$ cat config.mk
export PLATFORM = sky130hd
export DESIGN_NAME = fetch_arbiter
export DESIGN_NICKNAME = d
export VERILOG_FILES = /design/src/rtl/fetch_arbiter.sv
export SDC_FILE = /design/constraint.sdc
export NUM_CORES = 1
export LEC_CHECK = 0
export ABC_AREA = 1
export ABC_CLOCK_PERIOD_IN_PS = 2000
export CAP_MARGIN = 20
export CELL_PAD_IN_SITES_DETAIL_PLACEMENT = 1
export CELL_PAD_IN_SITES_GLOBAL_PLACEMENT = 1
export CORE_MARGIN = 5
export CORE_UTILIZATION = 30
export DETAILED_ROUTE_END_ITERATION = 8
export DONT_BUFFER_PORTS = 1
export GPL_ROUTABILITY_DRIVEN = 0
export PLACE_DENSITY_LB_ADDON = 0.1
export SLEW_MARGIN = 20
export SYNTH_ARGS = -nofsm -noshare
export SYNTH_HDL_FRONTEND = slang
export SYNTH_SLANG_ARGS = --single-unit
$ cat constraint.sdc
create_clock -name clk -period 2 [get_ports clk]
set_input_delay 0.4 -clock clk [delete_from_list [all_inputs] [get_ports clk]]
set_output_delay 0.4 -clock clk [all_outputs]
set_load 0.02 [all_outputs]
$ cat src/rtl/fetch_arbiter.sv
// fetch_arbiter: two IF stages share one instruction-memory port, with at most one fetch outstanding.
// Define FETCH_ARB_FIXED_PRIO_EN to make core 0 always win ties instead of using round-robin.
module fetch_arbiter #(
  parameter int MAX_WAIT = 255
) (
  input  logic        clk,
  input  logic        rst,
  input  logic        req0,
  input  logic        req1,
  input  logic [31:0] addr0,
  input  logic [31:0] addr1,
  input  logic        flush0,
  input  logic        flush1,
  output logic        grant0,
  output logic        grant1,
  output logic        valid0,
  output logic        valid1,
  output logic [31:0] instr0,
  output logic [31:0] instr1,
  output logic        stall0,
  output logic        stall1,
  output logic        mem_req,
  output logic [31:0] mem_addr,
  input  logic        mem_ready,
  input  logic        mem_rvalid,
  input  logic [31:0] mem_rdata,
  output logic        err
);

  typedef enum logic {IDLE, WAIT} state_e;

  localparam logic [7:0] LastCnt = 8'(MAX_WAIT - 1);

  state_e      state_q;
  logic        owner_q;
  logic        discard_q;
  logic [7:0]  count_q;
  logic        grant0_q;
  logic        grant1_q;
  logic        valid0_q;
  logic        valid1_q;
  logic [31:0] instr0_q;
  logic [31:0] instr1_q;
  logic        err_q;

  logic        winner;
  logic        accept;
  logic        ownerFlush;

`ifdef FETCH_ARB_FIXED_PRIO_EN
  assign winner = ~req0;
`else
  logic        ptr_q;
  assign winner = (req0 & req1) ? ptr_q : req1;
`endif

  // Memory is only offered a request while no fetch is outstanding.
  assign mem_req    = (state_q == IDLE) & (req0 | req1);
  assign mem_addr   = (state_q == IDLE) ? (winner ? addr1 : addr0) : 32'h0;
  assign accept     = mem_req & mem_ready;
  assign ownerFlush = owner_q ? flush1 : flush0;

  assign grant0 = grant0_q;
  assign grant1 = grant1_q;
  assign valid0 = valid0_q;
  assign valid1 = valid1_q;
  assign instr0 = instr0_q;
  assign instr1 = instr1_q;
  assign err    = err_q;
  assign stall0 = req0 & ~valid0_q;
  assign stall1 = req1 & ~valid1_q;

  // Grant, valid and err are registered pulses, visible the cycle after the event that causes them.
  always_ff @(posedge clk or negedge rst) begin
    if (!rst) begin
      state_q   <= IDLE;
`ifndef FETCH_ARB_FIXED_PRIO_EN
      ptr_q     <= 1'b0;
`endif
      owner_q   <= 1'b0;
      discard_q <= 1'b0;
      count_q   <= 8'd0;
      grant0_q  <= 1'b0;
      grant1_q  <= 1'b0;
      valid0_q  <= 1'b0;
      valid1_q  <= 1'b0;
      instr0_q  <= 32'h0;
      instr1_q  <= 32'h0;
      err_q     <= 1'b0;
    end else begin
      grant0_q <= 1'b0;
      grant1_q <= 1'b0;
      valid0_q <= 1'b0;
      valid1_q <= 1'b0;
      err_q    <= 1'b0;
      unique case (state_q)
        IDLE: begin
          if (accept) begin
            grant0_q  <= ~winner;
            grant1_q  <= winner;
            owner_q   <= winner;
            discard_q <= 1'b0;
            count_q   <= 8'd0;
`ifndef FETCH_ARB_FIXED_PRIO_EN
            ptr_q     <= ~winner;
`endif
            state_q   <= WAIT;
          end
        end
        WAIT: begin
          if (mem_rvalid) begin
            state_q <= IDLE;
            if (!discard_q && !ownerFlush) begin
              if (owner_q) begin
                valid1_q <= 1'b1;
                instr1_q <= mem_rdata;
              end else begin
                valid0_q <= 1'b1;
                instr0_q <= mem_rdata;
              end
            end
          end else begin
            if (ownerFlush) discard_q <= 1'b1;
            count_q <= count_q + 8'd1;
            // The wait that brings the count to MAX_WAIT is the last one allowed.
            if (count_q == LastCnt) begin
              state_q <= IDLE;
              err_q   <= 1'b1;
            end
          end
        end
        default: state_q <= IDLE;
      endcase
    end
  end

endmodule

==> results by group, run 1 <==
Route
  – First-pass DRT Iterations: 4
  – DR iter-0 viols: 85
  – Vias: ~3100
  – Vias per cell: approximately 4.7
  – Total Wirelength: between 10000 and 15000 um
  – Routed wire per std cell: between 15 and 20 um
  – DRT antenna net count: 0
  – Post-detailed-route DRC marker count: 0

Power and ir drop
  – Seq pwr share: 0.531
  – Internal Pwr Total: 4.01 mW
  – Pwr dens: 1510 nW/um2
  – Switch share: 0.415
  – Combinational cell fraction of total power: 0.207
  – Clock power share: 0.263
  – Leak Pwr: between 2 and 2.5 nW
  – Switching power: about 2.8 mW
  – Max IR drop VDD: 515 uV

Timing
  – Skew final: roughly 4.5 ps
  – Tightest Pin Transition: 469 ps
  – Max Clk Rate: roughly 0.53 GHz
  – Worst hold margin: -236 ps
  – Final critical-path share of the clock period: 0.949
  – Slew Limit Fails: 0
  – Setup tns final: 0 ps
  – Min Tclk post-route: ~1900 ps
  – RSZ-0062 raised after global routing: false
  – Final setup violation count: 0
  – Headroom to the max-slew limit: 0.688
  – Final Hold Fails: 81

Floorplanning
  – Die Width: between 100 and 150 um
  – Initial Utilization: 0.308
  – CORE AREA: roughly 12000 um2
  – Die area: approximately 15000 um2
  – Die height: about 120 um
  – FP Rows: 40
  – # IOs: around 210

Run
  – Max Cap Viol: 0

Global route
  – Vias in the first global route: approximately 3300
  – Initial antenna violation count: 0
  – Overall Global Routing Usage: 0.152
  – First-pass GRT wire length: ~18000 um
  – Largest net degree at the start of global routing: between 80 and 90
  – Total congestion overflow: 0

Yosys
  – Synthesized area: about 3700 um2
  – Syn Nets: 563
  – Netlist cell types: 19
  – Yosys reg bits: slightly above 80
  – Syn. warnings: 0
  – Seq/Total Area, Yosys: 0.544
  – Mapped Cells: 457
  – Syn_area_per_cell: around 8 um2

Place
  – Port bufs: 0
  – DP Wirelength: just under 9000 um

Clock network
  – Clock insertion delay at the later pin of the skew report: 330 ps
  – Worst-path clk slew: ~60 ps
  – # Post-CTS Setup Buffers: 0
  – TritonCTS clock tree: done
  – CTS HTree Levels: 3
  – Root buf cell: clkbuf_16
  – Clock Sinks: 81
  – CTS Buf Count: 9
  – CTS Buffer Depth: 2

Outcome
  – Status: finished, violations left
  – Violated checks: negative hold slack

Setup path
  – Crit path kind: flip-flop to primary output
  – Crit path DAT: about 1500 ps
  – Data required, critical path: between 1500 and 2000 ps
  – RR Endpoint: count_q[7]$_DFFE_PN0P_
  – CP Launch Type: flip-flop
  – RR Startpoint: state_q$_DFF_PN0_
  – Crit end category: primary output
  – Register-to-Register Path Depth: 7
  – FF-to-FF setup slack: 520 ps
  – Max FO, Critical Path: 17

Cells and area
  – Share of layout cells above drive strength 1: 0.175
  – Syn-to-layout area delta: 21.4%
  – Post-layout nets: about 590
  – Final design utilization: 0.374
  – # diodes: 0

Worst hold path
  – Worst hold path class: primary input to async pin
[placed cells by master (no fill, tap or decap), types with 4 or more instances in the layout]
cell,netlist,routed
a21oi_1,7,6
buf_12,0,4
buf_4,2,37
clkbuf_16,0,10
dfrtp_1,81,81
inv_1,32,30
inv_2,2,4
nand2_1,128,128
nand3_1,22,21
nor2_1,83,83
o21ai_0,54,54
o21ai_2,17,17
[sequential cells by signal, indices dropped and copies added (netlist names)]
name,count
grant1,1
valid0,1
state_q,1
valid1,1
err,1
owner_q,1
count_q,8
instr0,32
ptr_q,1
grant0,1
instr1,32
discard_q,1
[final cells by class]
cell class                      count  area (um2)
Timing Repair Buffer               42         383
Inverter                           34         128
Sequential cell                    81        2030
Clock inverter                      6        90.1
Multi-Input combinational cell    319        1450
Fill cell                        1485        7580
Clock buffer                       10         239
Tap cell                          168         210
[metrics by stage]
| step | total power [mW] | hold slack (ps) | setup slack, ps | instances | area [um2] |
|---|---|---|---|---|---|
| after global placement | 5.03 | 106 | 281 | 643 | 4130 |
| after floorplan | 4.50 | 104 | 221 | 457 | 3730 |
| after CTS | 6.96 | -257 | 31.0 | 659 | 4470 |
| final | 6.85 | -236 | 102 | 660 | 4530 |
| after detailed placement | 5.10 | 106 | 261 | 643 | 4130 |
| after global routing | 7.31 | -262 | 2.88 | 660 | 4530 |
[metal layers]
| metal | GRT usage | share of wire | vias up |
|---|---|---|---|
| met5 | 0 | 0 | - |
| met4 | 0.0462 | 0.013 | 0 |
| met3 | 0.0709 | 0.13 | 11 |
| met2 | 0.264 | 0.49 | 138 |
| met1 | 0.165 | 0.37 | 1467 |
| li1 | - | - | 1493 |
[worst max-delay path by stage]
stage                              end               from  slack, ps  depth (start not counted)
after floorplan           mem_addr[10]               req1        220                          5
after global placement    mem_addr[12]               req1        280                          6
after detailed placement  mem_addr[12]               req1        260                          6
after CTS                 mem_addr[31]  ptr_q$_DFFE_PN0P_         30                          7
after global routing       mem_addr[3]  ptr_q$_DFFE_PN0P_          3                          6
final                     mem_addr[31]  ptr_q$_DFFE_PN0P_        100                          7
[critical path: stages (launching register included)]
cell     delay (ps)
dfrtp_1         350
inv_1           100
a21oi_4          80
inv_2           120
buf_12          160
nor2_1           50
nor2_1          140
buf_4           160
[cells in the mapped netlist]
master	count	area (um2)
buf_4	2	15.0
inv_1	32	120
clkbuf_1	9	33.8
ha_1	2	25.0
nand2_4	1	11.3
dfrtp_1	81	2030
o21ai_2	17	149
nand3_1	22	110
buf_6	5	56.3
buf_2	7	35.0
o21ai_0	54	270
nand2_1	128	480
a21oi_4	1	16.3
nand2_2	2	12.5
nor2_1	83	312
nor2_2	1	6.26
a21oi_1	7	35.0
inv_2	2	7.51
nand4_1	1	6.26
[power groups by stage]
| stage | Sequential [mW] | Combinational [mW] | Clock, mW |
|---|---|---|---|
| 5_1_grt | 3.74 | 1.63 | 1.95 |
| 6_report | 3.64 | 1.42 | 1.80 |
| 3_3_place_gp | 3.69 | 1.34 | 0 |
| 3_5_place_dp | 3.69 | 1.41 | 0 |
| 2_1_floorplan | 3.46 | 1.05 | 0 |
| 4_1_cts | 3.68 | 1.42 | 1.86 |
[logic make-up after synthesis]
kind of cell / after synthesis / synth area share
and+or+nand+nor: 238 / 0.252
DFF: 81 / 0.544
AOI/OAI and AO/OA: 79 / 0.126
buffers and inverters: 57 / 0.0718
adders and majority gates: 2 / 0.00671
[repair_timing]
item	in CTS	in global routing
gates resized for setup	3	9
pin swaps	0	1
gates cloned	0	1
endpoints found under the setup margin	3	22
endpoints found under the hold margin	81	81
No activity file was read; power rests on OpenSTA's default activity.
==> inputs of run 2 (changes only) <==
Settings changed: ABC_CLOCK_PERIOD_IN_PS 2000 to 1500.
Clock period 2 ns to 1.5 ns, I/O delays scaled along.
==> results by group, run 2 (same netlist as run 1, synthesis figures left out) <==
Cells and area
  – Share of layout cells above drive strength 1: 0.205 (+0.0303)
  – # diodes: 0 (unchanged)
  – Final design utilization: 0.364 (-0.00981)
  – Most common cell after layout, fill and taps aside: nand2_1
  – Most frequent cells in the layout: 128 x nand2_1, 80 x dfrtp_1, 54 x o21ai_0
  – Syn-to-layout area delta: 18.2%
  – Post-layout nets: 570 (-3.9%)

Route
  – Total Wirelength: 11200 um (-2.8%)
  – First-pass DRT Iterations: 4 (unchanged)
  – Vias: 3027 (-2.6%)
  – Post-detailed-route DRC marker count: 0 (unchanged)
  – Vias per cell: 4.76 (+1.0%)
  – Routed wire per std cell: 17.6 um (+0.82%)
  – DR iter-0 viols: 142 (+67%)
  – DRT antenna net count: 0 (unchanged)

Floorplanning
  – # IOs: 208 (unchanged)
  – Die Width: 121 um (unchanged)
  – Die height: 121 um (unchanged)
  – Initial Utilization: 0.308 (unchanged)
  – FP Rows: 40 (unchanged)
  – Die area: 14800 um2 (unchanged)
  – CORE AREA: 12100 um2 (unchanged)

Power and ir drop
  – Pwr dens: 1980 nW/um2 (+31%)
  – Leak Pwr: 2.19 nW (-5.8%)
  – Power, Total: 8.72 mW (+27%)
  – Max IR drop VDD: 788 uV (+53%)

Clock network
  – TritonCTS clock tree: done
  – Clock Sinks: 81 (unchanged)
  – Worst-path clk slew: 60 ps (about the same)
  – Root buf cell: clkbuf_16
  – CTS Buf Count: 9 (unchanged)
  – CTS HTree Levels: 3 (unchanged)
  – Clock insertion delay at the later pin of the skew report: 330 ps (about the same)
  – CTS Buffer Depth: 2 (unchanged)

Timing
  – Slew Limit Fails: 0 (unchanged)
  – Min Tclk post-route: around 1700 ps
  – Final setup violation count: 32 (+32)
  – Worst hold margin: -336 ps (-99.8 ps)
  – Final critical-path share of the clock period: 1.16
  – Final setup margin: -240 ps (-341 ps)
  – Headroom to the max-slew limit: 0.740 (+0.0512)
  – Setup tns final: -6950 ps (-6950 ps)
  – Max Clk Rate: roughly 0.57 GHz
  – Tightest Pin Transition: 389 ps (-79.7 ps)
  – Final Hold Fails: 81 (unchanged)
  – RSZ-0062 raised after global routing: true
  – Skew final: 3.42 ps (-1.11 ps)

Setup path
  – RR Endpoint: instr1[4]$_DFFE_PN0P_
  – Data required, critical path: 1200 ps (-400 ps)
  – Crit path DAT: 1440 ps (-60 ps)
  – CP Launch Type: flip-flop
  – RR Startpoint: state_q$_DFF_PN0_
  – Register-to-Register Path Depth: 7 (unchanged)
  – Crit path kind: flip-flop to primary output
  – FF-to-FF setup slack: 90 ps (-430 ps)
  – Crit end category: primary output
  – Max FO, Critical Path: 11 (-6)

Outcome
  – Status: finished, violations left
  – Violated checks: negative hold slack, negative setup slack

Run
  – Max Cap Viol: 0 (unchanged)

Place
  – DP Wirelength: 8310 um (-4.1%)
  – Pre-CTS setup slack: 43.2 ps (-218 ps)
  – Port bufs: 0 (unchanged)

Global route
  – Largest net degree at the start of global routing: 82 (unchanged)
  – Vias in the first global route: 3149 (-4.1%)
  – Total congestion overflow: 0 (unchanged)
  – Overall Global Routing Usage: 0.153 (+0.000653)
  – Initial antenna violation count: 0 (unchanged)
  – First-pass GRT wire length: 17800 um (+0.66%)

Worst hold path
  – Worst hold path class: primary input to async pin
-- run 2: worst max path at each step --
stage / startpoint / to / slack, ps
after global routing: ptr_q$_DFFE_PN0P_ / mem_addr[0] / -340
after detailed placement: ptr_q$_DFFE_PN0P_ / mem_addr[5] / 40
final: ptr_q$_DFFE_PN0P_ / mem_addr[22] / -240
after CTS: ptr_q$_DFFE_PN0P_ / mem_addr[5] / -260
after floorplan: ptr_q$_DFFE_PN0P_ / mem_addr[10] / 70
after global placement: ptr_q$_DFFE_PN0P_ / mem_addr[5] / 70
-- run 2: report_power, final --
group	leakage, nW	internal [mW]	switching (mW)
sequential	1.02	3.06	1.77
clock	0.138	1.25	0.829
combinational	1.03	0.677	1.13
total	2.19	4.99	3.73
-- run 2: final cells by class --
cell class | instances | area, um2
clock buffer | 13 | 270
clock inverter | 2 | 12.5
fill | 1445 | 7700
inverter | 34 | 130
multi-input combinational | 319 | 1540
sequential | 81 | 2030
tap | 168 | 210
timing repair buffer | 19 | 216
-- run 2: worst max-delay path: stages (launching register included) --
cell	delay, ps
dfrtp_1	330
inv_2	50
a21oi_4	160
buf_4	190
o21ai_0	130
nor2_2	240
-- run 2: per-stage QoR --
stage	area (um2)	cells
3_3_place_gp	4050	618
3_5_place_dp	4050	618
5_1_grt	4410	636
2_1_floorplan	3810	457
6_report	4410	636
4_1_cts	4380	635
-- run 2: routing by layer --
layer  vias to the layer above  wire length (um)  GRT usage
met1                      1468              4700      0.193
met4                         0               193     0.0469
met2                        90              5520      0.244
met3                        19               794     0.0555
met5                         -                 0          0
li1                       1450                 -          -
-- run 2: what timing repair did --
| action | CTS | global route |
|---|---|---|
| cloned | 1 | 0 |
| resized for setup | 7 | 6 |
| pin swaps | 6 | 7 |
| endpoints found under the hold margin | 81 | 81 |
| setup buffers | 1 | 1 |
| endpoints found under the setup margin | 32 | 49 |
